[src/rtl/ring_bridge_router_pkg.sv]
// Shared flit field constants, types and helpers for the ring bridge router.
package ring_bridge_router_pkg;

   localparam int unsigned FLIT_W_DEF    = 64;
   localparam int unsigned VALID_BIT_DEF = FLIT_W_DEF - 1;
   localparam int unsigned DEST_LSB_DEF  = 0;
   localparam int unsigned DEST_W_DEF    = 4;
   localparam int unsigned DEPTH_DEF     = 8;
   localparam int unsigned CNT_W_DEF     = 16;

   // Widest flit the helpers accept; narrower flits are zero-extended.
   localparam int unsigned MAX_FLIT_W    = 256;

   typedef logic [FLIT_W_DEF-1:0] flit_t;
   typedef logic [MAX_FLIT_W-1:0] flit_max_t;

   // Extract the destination field (up to 32 bits) at position lsb, width w.
   function automatic logic [31:0] dest_of(input flit_max_t flit,
                                           input int unsigned lsb,
                                           input int unsigned w);
      flit_max_t   sh;
      logic [31:0] mask;
      sh   = flit >> lsb;
      mask = (w >= 32) ? '1 : ((32'd1 << w) - 32'd1);
      return sh[31:0] & mask;
   endfunction

   // Inclusive range test used to classify productive destinations.
   function automatic logic in_range(input logic [31:0] dest,
                                     input logic [31:0] lo,
                                     input logic [31:0] hi);
      return (dest >= lo) && (dest <= hi);
   endfunction

endpackage

[src/rtl/ring_bridge_router_if.sv]
// Ring, injection and bridge-buffer signals of the ring bridge router.
interface ring_bridge_router_if
   import ring_bridge_router_pkg::*;
#(
   parameter int unsigned FLIT_W = FLIT_W_DEF,
   parameter int unsigned DEPTH  = DEPTH_DEF,
   parameter int unsigned CNT_W  = CNT_W_DEF
);
   localparam int unsigned CW = $clog2(DEPTH + 1);

   logic [FLIT_W-1:0] ring_in;
   logic [FLIT_W-1:0] inj;
   logic [FLIT_W-1:0] ring_out;
   logic              accept;
   logic [FLIT_W-1:0] buf_out;
   logic              buf_valid;
   logic              buf_pop;
   logic [CW-1:0]     buf_count;
   logic              buf_full;
   logic [CNT_W-1:0]  defl_count;

   // Router side.
   modport slave (
      input  ring_in, inj, buf_pop,
      output ring_out, accept, buf_out, buf_valid, buf_count, buf_full, defl_count
   );

   // Environment side (upstream ring node, injector, bridge consumer).
   modport master (
      output ring_in, inj, buf_pop,
      input  ring_out, accept, buf_out, buf_valid, buf_count, buf_full, defl_count
   );

endinterface

[src/rtl/ring_bridge_router_bridge_fifo.sv]
// Circular bridge FIFO; a push while full succeeds if a real pop happens
// in the same cycle.
module bridge_fifo #(
   parameter int unsigned W     = 64,
   parameter int unsigned DEPTH = 8
) (
   input  logic                         clk,
   input  logic                         rst,
   input  logic                         push,
   input  logic                         pop,
   input  logic [W-1:0]                 in,
   output logic [W-1:0]                 out,
   output logic [$clog2(DEPTH+1)-1:0]   count,
   output logic                         full,
   output logic                         empty
);
   localparam int unsigned PW = $clog2(DEPTH);
   localparam int unsigned CW = $clog2(DEPTH + 1);

   logic [W-1:0]  rf [DEPTH];
   logic [PW-1:0] head;
   logic [PW-1:0] tail;
   logic          pop_eff;
   logic          push_eff;

   // Effective handshakes and status flags.
   always_comb begin
      empty    = (count == '0);
      full     = (count == CW'(DEPTH));
      pop_eff  = pop && !empty;
      push_eff = push && (!full || pop_eff);
      out      = empty ? '0 : rf[head];
   end

   // Storage array; contents need no reset since out is masked when empty.
   always_ff @(posedge clk) begin
      if (push_eff && !rst) begin
         rf[tail] <= in;
      end
   end

   // Pointers and occupancy; pointers wrap naturally since DEPTH is 2^PW.
   always_ff @(posedge clk) begin
      if (rst) begin
         head  <= '0;
         tail  <= '0;
         count <= '0;
      end else begin
         if (push_eff) tail <= tail + 1'b1;
         if (pop_eff)  head <= head + 1'b1;
         count <= count + CW'(push_eff) - CW'(pop_eff);
      end
   end

endmodule

[src/rtl/ring_bridge_router.sv]
// Two-stage ring router: ejects productive flits into the bridge FIFO,
// passes others through, injects into freed slots, counts deflections.
module ring_bridge_router
   import ring_bridge_router_pkg::*;
#(
   parameter int unsigned FLIT_W   = FLIT_W_DEF,
   parameter int unsigned DEST_LSB = DEST_LSB_DEF,
   parameter int unsigned DEST_W   = DEST_W_DEF,
   parameter int unsigned DEST_LO  = 4,
   parameter int unsigned DEST_HI  = 11,
   parameter int unsigned DEPTH    = DEPTH_DEF,
   parameter int unsigned CNT_W    = CNT_W_DEF
) (
   input  logic                 clk,
   input  logic                 rst,
   ring_bridge_router_if.slave  bus
);
   localparam int unsigned    VALID_BIT = FLIT_W - 1;
   localparam logic [CNT_W-1:0] CNT_MAX = '1;

   logic [FLIT_W-1:0] ring_r;
   logic [FLIT_W-1:0] slot;
   logic [FLIT_W-1:0] next_flit;
   logic              productive;
   logic              pop_eff;
   logic              push;
   logic              deflect;
   logic              fifo_empty;
   flit_max_t         ring_ext;

   bridge_fifo #(
      .W     (FLIT_W),
      .DEPTH (DEPTH)
   ) u_fifo (
      .clk   (clk),
      .rst   (rst),
      .push  (productive),
      .pop   (bus.buf_pop),
      .in    (ring_r),
      .out   (bus.buf_out),
      .count (bus.buf_count),
      .full  (bus.buf_full),
      .empty (fifo_empty)
   );

   assign bus.buf_valid = !fifo_empty;

   // Stage-1 classification, slot reuse and injection arbitration.
   // push mirrors the FIFO's own acceptance rule so the slot is freed only
   // when the flit really lands in the buffer.
   always_comb begin
      ring_ext                = '0;
      ring_ext[FLIT_W-1:0]    = ring_r;
      productive = ring_r[VALID_BIT] &&
                   in_range(dest_of(ring_ext, DEST_LSB, DEST_W), DEST_LO, DEST_HI);
      pop_eff    = bus.buf_pop && !fifo_empty;
      push       = productive && (!bus.buf_full || pop_eff);
      deflect    = productive && !push;
      slot       = push ? '0 : ring_r;
      bus.accept = bus.inj[VALID_BIT] && !slot[VALID_BIT] && !rst;
      next_flit  = bus.accept ? bus.inj : slot;
   end

   // Ring pipeline registers.
   always_ff @(posedge clk) begin
      if (rst) begin
         ring_r       <= '0;
         bus.ring_out <= '0;
      end else begin
         ring_r       <= bus.ring_in;
         bus.ring_out <= next_flit;
      end
   end

   // Saturating deflection counter.
   always_ff @(posedge clk) begin
      if (rst) begin
         bus.defl_count <= '0;
      end else if (deflect && (bus.defl_count != CNT_MAX)) begin
         bus.defl_count <= bus.defl_count + 1'b1;
      end
   end

endmodule

[src/flat_wrapper.sv]
// flat-port wrapper written by rule: the top's interface ports become plain ports
module ring_bridge_router_flat import ring_bridge_router_pkg::*;
#(
   parameter int unsigned FLIT_W   = FLIT_W_DEF,
   parameter int unsigned DEST_LSB = DEST_LSB_DEF,
   parameter int unsigned DEST_W   = DEST_W_DEF,
   parameter int unsigned DEST_LO  = 4,
   parameter int unsigned DEST_HI  = 11,
   parameter int unsigned DEPTH    = DEPTH_DEF,
   parameter int unsigned CNT_W    = CNT_W_DEF
)
  (clk, rst, bus_ring_in, bus_inj, bus_buf_pop, bus_ring_out, bus_accept, bus_buf_out, bus_buf_valid, bus_buf_count, bus_buf_full, bus_defl_count);
  ring_bridge_router_if #(.FLIT_W(FLIT_W), .DEPTH(DEPTH), .CNT_W(CNT_W)) bus_i ();
  input  logic clk;
  input  logic rst;
  input wire logic [$bits(bus_i.ring_in)-1:0] bus_ring_in;
  input wire logic [$bits(bus_i.inj)-1:0] bus_inj;
  input wire logic [$bits(bus_i.buf_pop)-1:0] bus_buf_pop;
  output wire logic [$bits(bus_i.ring_out)-1:0] bus_ring_out;
  output wire logic [$bits(bus_i.accept)-1:0] bus_accept;
  output wire logic [$bits(bus_i.buf_out)-1:0] bus_buf_out;
  output wire logic [$bits(bus_i.buf_valid)-1:0] bus_buf_valid;
  output wire logic [$bits(bus_i.buf_count)-1:0] bus_buf_count;
  output wire logic [$bits(bus_i.buf_full)-1:0] bus_buf_full;
  output wire logic [$bits(bus_i.defl_count)-1:0] bus_defl_count;
  assign bus_i.ring_in = bus_ring_in;
  assign bus_i.inj = bus_inj;
  assign bus_i.buf_pop = bus_buf_pop;
  assign bus_ring_out = bus_i.ring_out;
  assign bus_accept = bus_i.accept;
  assign bus_buf_out = bus_i.buf_out;
  assign bus_buf_valid = bus_i.buf_valid;
  assign bus_buf_count = bus_i.buf_count;
  assign bus_buf_full = bus_i.buf_full;
  assign bus_defl_count = bus_i.defl_count;
  ring_bridge_router #(.FLIT_W(FLIT_W), .DEST_LSB(DEST_LSB), .DEST_W(DEST_W), .DEST_LO(DEST_LO), .DEST_HI(DEST_HI), .DEPTH(DEPTH), .CNT_W(CNT_W)) u_core (.clk(clk), .rst(rst), .bus(bus_i));
endmodule
[config.mk]
export PLATFORM = sky130hd
export DESIGN_NAME = ring_bridge_router_flat
export DESIGN_NICKNAME = d
export VERILOG_FILES = /design/src/rtl/ring_bridge_router_pkg.sv /design/src/rtl/ring_bridge_router_if.sv /design/src/rtl/ring_bridge_router_bridge_fifo.sv /design/src/rtl/ring_bridge_router.sv /design/src/flat_wrapper.sv
export SDC_FILE = /design/constraint.sdc
export NUM_CORES = 1
export LEC_CHECK = 0
export ABC_AREA = 1
export CORE_MARGIN = 5
export CORE_UTILIZATION = 55
export CTS_CLUSTER_SIZE = 30
export DETAILED_ROUTE_END_ITERATION = 8
export PLACE_DENSITY = 0.82
export SKIP_CTS_REPAIR_TIMING = 1
export SYNTH_ARGS = -nofsm -noshare
export SYNTH_HDL_FRONTEND = slang
export SYNTH_SLANG_ARGS = --single-unit
export TNS_END_PERCENT = 50
[constraint.sdc]
create_clock -name clk -period 14.3 [get_ports clk]
set_input_delay 2.145 -clock clk [delete_from_list [all_inputs] [get_ports clk]]
set_output_delay 2.145 -clock clk [all_outputs]
set_load 0.1 [all_outputs]
==> results.py, run 1 <==
metrics = {
    "flow_run": {
        "maxCapViolations": 0,
    },
    "setup_path": {
        "cp.arrival_ns": 5.06,
        "ff2ff_path_depth": 9,
        "critPathRequiredTime_ns": 12.15,
        "setup.worst_path.class": "in2out",
        "r2r_end": "u_core.bus.ring_out[12]",
        "cp-startpoint": "bus_buf_pop",
        "startpoint_type": "input port",
        "r2r_slack_ns": 11.00,
        "critPathMaxFanout": 76,
        "cp-endpoint": "bus_accept",
        "end_kind": "output port",
        "r2r_start": "u_core.ring_r[2]",
    },
    "global_route": {
        "use_met3_pct": 5.17,
        "top_usage_layer": "met2",
        "antenna_found_initial": 0,
        "gr-usage-all-layers_pct": 24.4,
        "overflow": 0,
        "grt_max_degree": 109,
        "grt_pass1_vias": 18000,
        "grt_pass1_wl_mm": 98.0,
        "use_met2_pct": 42.0,
        "grtUsageMet1_pct": 30.4,
    },
    "floorplanning": {
        "core-area_sq_um": 46600,
        "die_h_um": 227,
        "std_cell_rows": 79,
        "die_area_sq_um": 51600,
        "start_util_pct": 55.7,
        "ioPinCount": 282,
        "chipWidth_um": 227,
    },
    "detailed_routing": {
        "drtAntennaViolNets": 0,
        "vias": 17800,
        "drt_wl_total_mm": 64.6,
        "viasPerCell": 5.79,
        "firstDrtPassIters": 5,
        "drc": 0,
        "drt_iter0_drc": 1869,
        "wl_per_cell_um": 21.0,
    },
    "clock_tree": {
        "h-tree-depth": 3,
        "cts_made_buffers": 67,
        "cts.path.max_buffers": 3,
        "clk_pin_slew_ns": 0.06,
        "clock_latency_ns": 0.58,
        "cts.sinks": 669,
        "cts_tree": "done",
        "clockRootBuffer": "clkbuf_16",
    },
    "power_and_ir_drop": {
        "p_per_area_nw_per_um2": 196,
        "peakVddDrop_mv": 0.206,
        "p_leak_uw": 0.0111,
    },
    "logic_synthesis": {
        "yosysSeqAreaShare_pct": 71.5,
        "avgSynthCellArea_sq_um": 11.9,
        "yosysWarnings": 0,
        "synth_cells": 2177,
        "synthDistinctLibCells": 33,
        "synthTopCellsByArea": "edfxtp_1 59%, dfxtp_1 12%, nor2_1 6.9%, o21ai_0 5.4%, nand2_1 2.9%",
        "syn-num-nets": 2317,
        "synth_top_area_cell": "edfxtp_1",
        "syn-cell-area_sq_um": 25900,
        "yosys.area.top_type_share_pct": 59.3,
        "synth-seq-cells": 669,
    },
    "placed_design": {
        "gp_congestion": 0.765,
        "io_buffers": 281,
        "place_area_sq_um": 29000,
        "dp_hpwl_mm": 35.8,
    },
    "finish": {
        "diodes": 0,
        "drive_gt1_share_pct": 6.37,
        "nNetsFinal": 2553,
        "syn2layout_area_growth_pct": 20.5,
        "fillers": 3212,
        "final_area_sq_um": 31200,
    },
    "timing": {
        "fin_tns_setup_ns": 0,
        "worst_slew_pin_slew_ns": 1.13,
        "period_minus_slack_ns": 7.21,
        "finalHoldViolCount": 0,
        "finalMaxSlewViolations": 0,
        "rsz0062_at_grt": "no",
        "max_freq_ghz": 0.139,
        "finalSetupViolations": 0,
        "fin_crit_sh_pct": 50.4,
        "skew_ns": 0.0224,
        "maxSlewHeadroom_pct": 24.8,
    },
    "worst_hold_path": {
        "hp-class": "reg2reg",
    },
    "outcome": {
        "outcome": "finished, final reports clean",
    },
}
## placed cells by master (no fill, tap or decap), types with 16 or more instances in the layout
cell type        Yosys  final
clkdlybuf4s50_1      0    280
a21oi_1             23     23
dfxtp_1            157    153
clkinv_1             2     16
mux2i_1             64     64
nand2_1            198    197
inv_1               85     85
o21ai_1             50     50
edfxtp_1           512    512
o2111ai_1           63     63
o21ai_0            281    281
buf_4               17     30
nor2_1             477    477
clkbuf_16            0     72
o22ai_1             64     64
## sequential cells by signal, summed over array words and instances (netlist names), named ones only
name                   count
u_core.u_fifo.rf         512
u_core.bus.defl_count     16
u_core.bus.ring_out       64
u_core.ring_r             64
u_core.u_fifo.head         3
u_core.u_fifo.tail         3
u_core.u_fifo.count        4
## kinds of logic (layout without fill, tap and decap cells)
logic type,after synthesis,in the layout,share of synthesized area (%)
multiplexers,64,64,2.47
flip-flops,669,669,71.5
buffers and inverters,234,521,4.15
XOR/XNOR,6,6,0.203
AO/OA/AOI/OAI,481,481,10.5
AND/OR/NAND/NOR,714,714,10.7
adder cells (fa/ha/maj),9,9,0.464
## cells in the mapped netlist (all sizes together)
| master | count |
|---|---|
| fa | 1 |
| clkinv | 2 |
| edfxtp | 512 |
| nand4 | 4 |
| nor3 | 8 |
| dfxtp | 157 |
| o2111ai | 63 |
| nand3 | 14 |
| o22ai | 64 |
| buf | 57 |
| nor2 | 483 |
| inv | 89 |
| clkbuf | 86 |
| nand2 | 204 |
| o21ai | 331 |
| mux2i | 64 |
| ha | 8 |
| a21oi | 23 |
| xnor2 | 5 |
| nor3b | 1 |
| xor2 | 1 |
## how the worst min path moves through the flow
stage          depth (start not counted)                     to                  start  slack, ns
2_1_floorplan                          2              flip-flop  u_core.u_fifo.head[2]       0.43
3_3_place_gp                           2              flip-flop  u_core.u_fifo.head[2]       0.44
3_5_place_dp                           2              flip-flop  u_core.u_fifo.head[2]       0.46
4_1_cts                                2  u_core.u_fifo.head[2]  u_core.u_fifo.head[2]       0.48
5_1_grt                                2  u_core.u_fifo.head[2]  u_core.u_fifo.head[2]       0.50
6_report                               2              flip-flop  u_core.u_fifo.head[2]       0.48
## critical path, cell delays in order
cell             delay (ns)
clkdlybuf4s50_1        0.48
nand2_2                0.10
nand2_2                0.11
nand2_4                0.52
nand2_1                0.31
nand2_2                0.12
nor2_8                 0.09
clkdlybuf4s50_1        1.13
## cell type report
class	instances	area [sq um]	area share [%]
sequential	669	18500	59.4
multi-input combinational	1274	6370	20.4
timing repair buffer	310	3030	9.70
clock buffer	91	1970	6.32
tap	607	759	2.43
inverter	91	347	1.11
clock inverter	29	210	0.673
## stage by stage
step | utilization (%) | total power, uW | setup WS [ns] | instances | hold WS (ns)
6_report | 67.0 | 6120 | 7.09 | 3071 | 0.482
2_1_floorplan | - | 3900 | 6.63 | 2177 | 0.433
3_5_place_dp | 62.4 | 4430 | 7.13 | 2951 | 0.462
5_1_grt | 67.0 | 6350 | 7.00 | 3071 | 0.499
4_1_cts | 67.0 | 6150 | 7.13 | 3071 | 0.482
3_3_place_gp | 62.4 | 4380 | 7.17 | 2951 | 0.442
## layer usage
metal / wire [um] / part of all wire [%] / vias to the layer above
met1: 24400 / 38 / 8666
met2: 32700 / 51 / 827
met4: 2130 / 3.3 / 0
met3: 5460 / 8.5 / 135
li1: - / - / 8164
met5: 0 / 0 / -
## power breakdown
part / total [uW] / switching, uW / internal (uW)
Clock: 1720 / 702 / 1020
Sequential: 2210 / 78.7 / 2130
Combinational: 2190 / 1680 / 508
Total: 6120 / 2460 / 3660
Power figures use the tool's default switching activity.
==> run 2, diff against run 1 <==
==> constraint.sdc (replaced) <==
create_clock -name clk -period 7.3 [get_ports clk]
set_input_delay 1.095 -clock clk [delete_from_list [all_inputs] [get_ports clk]]
set_output_delay 1.095 -clock clk [all_outputs]
set_load 0.1 [all_outputs]
==> run 2 against run 1 <==
Effect of this change:
- worst hold slack got worse by 0.021 ns
- combinational power rose by 95%
- largest power group unchanged
- largest cell class unchanged
- highest routed layer unchanged
- sequential share of layout area hardly changed
- worst setup slack worse by 5.4 ns
- critical path type is now reg2out
- die area unchanged
==> results.py, run 2 (synthesized netlist as in run 1, its figures left out) <==
metrics = {
    "floorplanning": {
        "die_area_sq_um": 51600,
        "start_util_pct": 55.7,
        "die_h_um": 227,
        "chipWidth_um": 227,
        "std_cell_rows": 79,
        "core-area_sq_um": 46600,
        "ioPinCount": 282,
    },
    "worst_hold_path": {
        "hp-class": "reg2reg",
        "hold_path_depth": 0,
    },
    "timing": {
        "period_minus_slack_ns": 5.60,
        "skew_ns": 0.0164,
        "fin_crit_sh_pct": 76.6,
        "finalWorstSetupSlack_ns": 1.70,
        "fin_tns_setup_ns": 0,
        "finalSetupViolations": 0,
        "maxSlewHeadroom_pct": 21.4,
        "rsz0062_at_grt": "no",
        "finalHoldViolCount": 0,
        "finalMaxSlewViolations": 0,
        "holdWs_ns": 0.461,
        "worst_slew_pin_slew_ns": 1.18,
        "max_freq_ghz": 0.179,
    },
    "global_route": {
        "grt_max_degree": 149,
        "grt_pass1_vias": 17800,
        "gr-usage-all-layers_pct": 24.6,
        "grt_pass1_wl_mm": 99.0,
        "antenna_found_initial": 0,
        "overflow": 0,
    },
    "finish": {
        "layout_common_cells": "512 x edfxtp_1, 477 x nor2_1, 281 x o21ai_0",
        "fillers": 3192,
        "top_register": "u_core.u_fifo.rf",
        "final_common_cell": "edfxtp_1",
        "syn2layout_area_growth_pct": 20.4,
        "reg_top3": "u_core.u_fifo.rf: 512 flops, u_core.bus.ring_out: 64 flops, u_core.ring_r: 64 flops",
        "drive_gt1_share_pct": 6.48,
        "largest_register_ffs": 512,
        "nNetsFinal": 2557,
        "final_area_sq_um": 31200,
        "diodes": 0,
    },
    "setup_path": {
        "critPathMaxFanout": 139,
        "critPathRequiredTime_ns": 6.20,
        "ff2ff_path_depth": 9,
        "startpoint_type": "flip-flop",
        "setup.worst_path.class": "reg2out",
        "cp.arrival_ns": 4.50,
        "end_kind": "output port",
    },
    "placed_design": {
        "gp_congestion": 0.772,
        "place_area_sq_um": 29100,
        "dpl_worst_slack_ns": 2.44,
        "io_buffers": 281,
        "dp_hpwl_mm": 36.2,
    },
    "detailed_routing": {
        "drt_iter0_drc": 2051,
        "viasPerCell": 5.82,
        "firstDrtPassIters": 7,
        "wl_per_cell_um": 21.2,
        "drt_wl_total_mm": 65.1,
        "vias": 17900,
        "drc": 0,
        "drtAntennaViolNets": 0,
    },
    "clock_tree": {
        "cts_made_buffers": 67,
        "cts.sinks": 669,
        "cts.path.max_buffers": 3,
        "cts_tree": "done",
        "clk_pin_slew_ns": 0.06,
        "clock_latency_ns": 0.58,
        "h-tree-depth": 3,
        "clockRootBuffer": "clkbuf_16",
    },
    "power_and_ir_drop": {
        "p_leak_uw": 0.0110,
        "peakVddDrop_mv": 0.397,
        "p_per_area_nw_per_um2": 383,
    },
    "flow_run": {
        "maxCapViolations": 0,
    },
    "outcome": {
        "outcome": "finished, final reports clean",
    },
}
[run 2: report_power, final]
group	total [uW]	switching, uW	internal (uW)	leakage (uW)
Clock	3330	1390	1940	0.00103
Sequential	4360	186	4170	0.00598
Combinational	4270	3270	1000	0.00404
Total	12000	4850	7110	0.0110
[run 2: worst max-delay path, cell delays in order, from the launching register on]
cell and delay [ns]:
dfxtp_4 0.64, inv_6 0.81, buf_4 0.45, nor2_1 0.08
o21ai_0 0.15, o21ai_0 0.09, nor2_1 0.24, clkdlybuf4s50_1 1.18
[run 2: worst paths after layout]
path,startpoint,end,slack (ns)
worst min register to register,u_core.ring_r[63],u_core.u_fifo.rf[4][63],0.46
worst min-delay path,u_core.ring_r[63],u_core.u_fifo.rf[4][63],0.46
worst max-delay path,flip-flop,bus_buf_out[29],1.70
worst max register to register,u_core.u_fifo.count[2],u_core.u_fifo.rf[2][7],3.84
[run 2: per-stage QoR]
stage	std cells	power, uW	utilization (%)
finish	3075	12000	67.0
global route	3075	12400	67.0
CTS	3075	12000	67.0
detailed placement	2955	8680	62.4
global placement	2955	8610	62.4
floorplan	2177	7630	-
[run 2: per-layer routing]
layer / track usage [%] / share of wire [%]
met1: 32.5 / 39
met2: 41.7 / 50
met3: 4.86 / 8.5
met4: 7.75 / 2.6
met5: 0 / 0
[run 2: layout make-up]
type | instances | area [sq um] | share of cell area [%]
Timing Repair Buffer | 314 | 3070 | 9.84
Inverter | 91 | 347 | 1.11
Multi-Input combinational cell | 1274 | 6370 | 20.4
Tap cell | 607 | 759 | 2.43
Sequential cell | 669 | 18500 | 59.4
Clock buffer | 91 | 1860 | 5.97
Clock inverter | 29 | 255 | 0.818
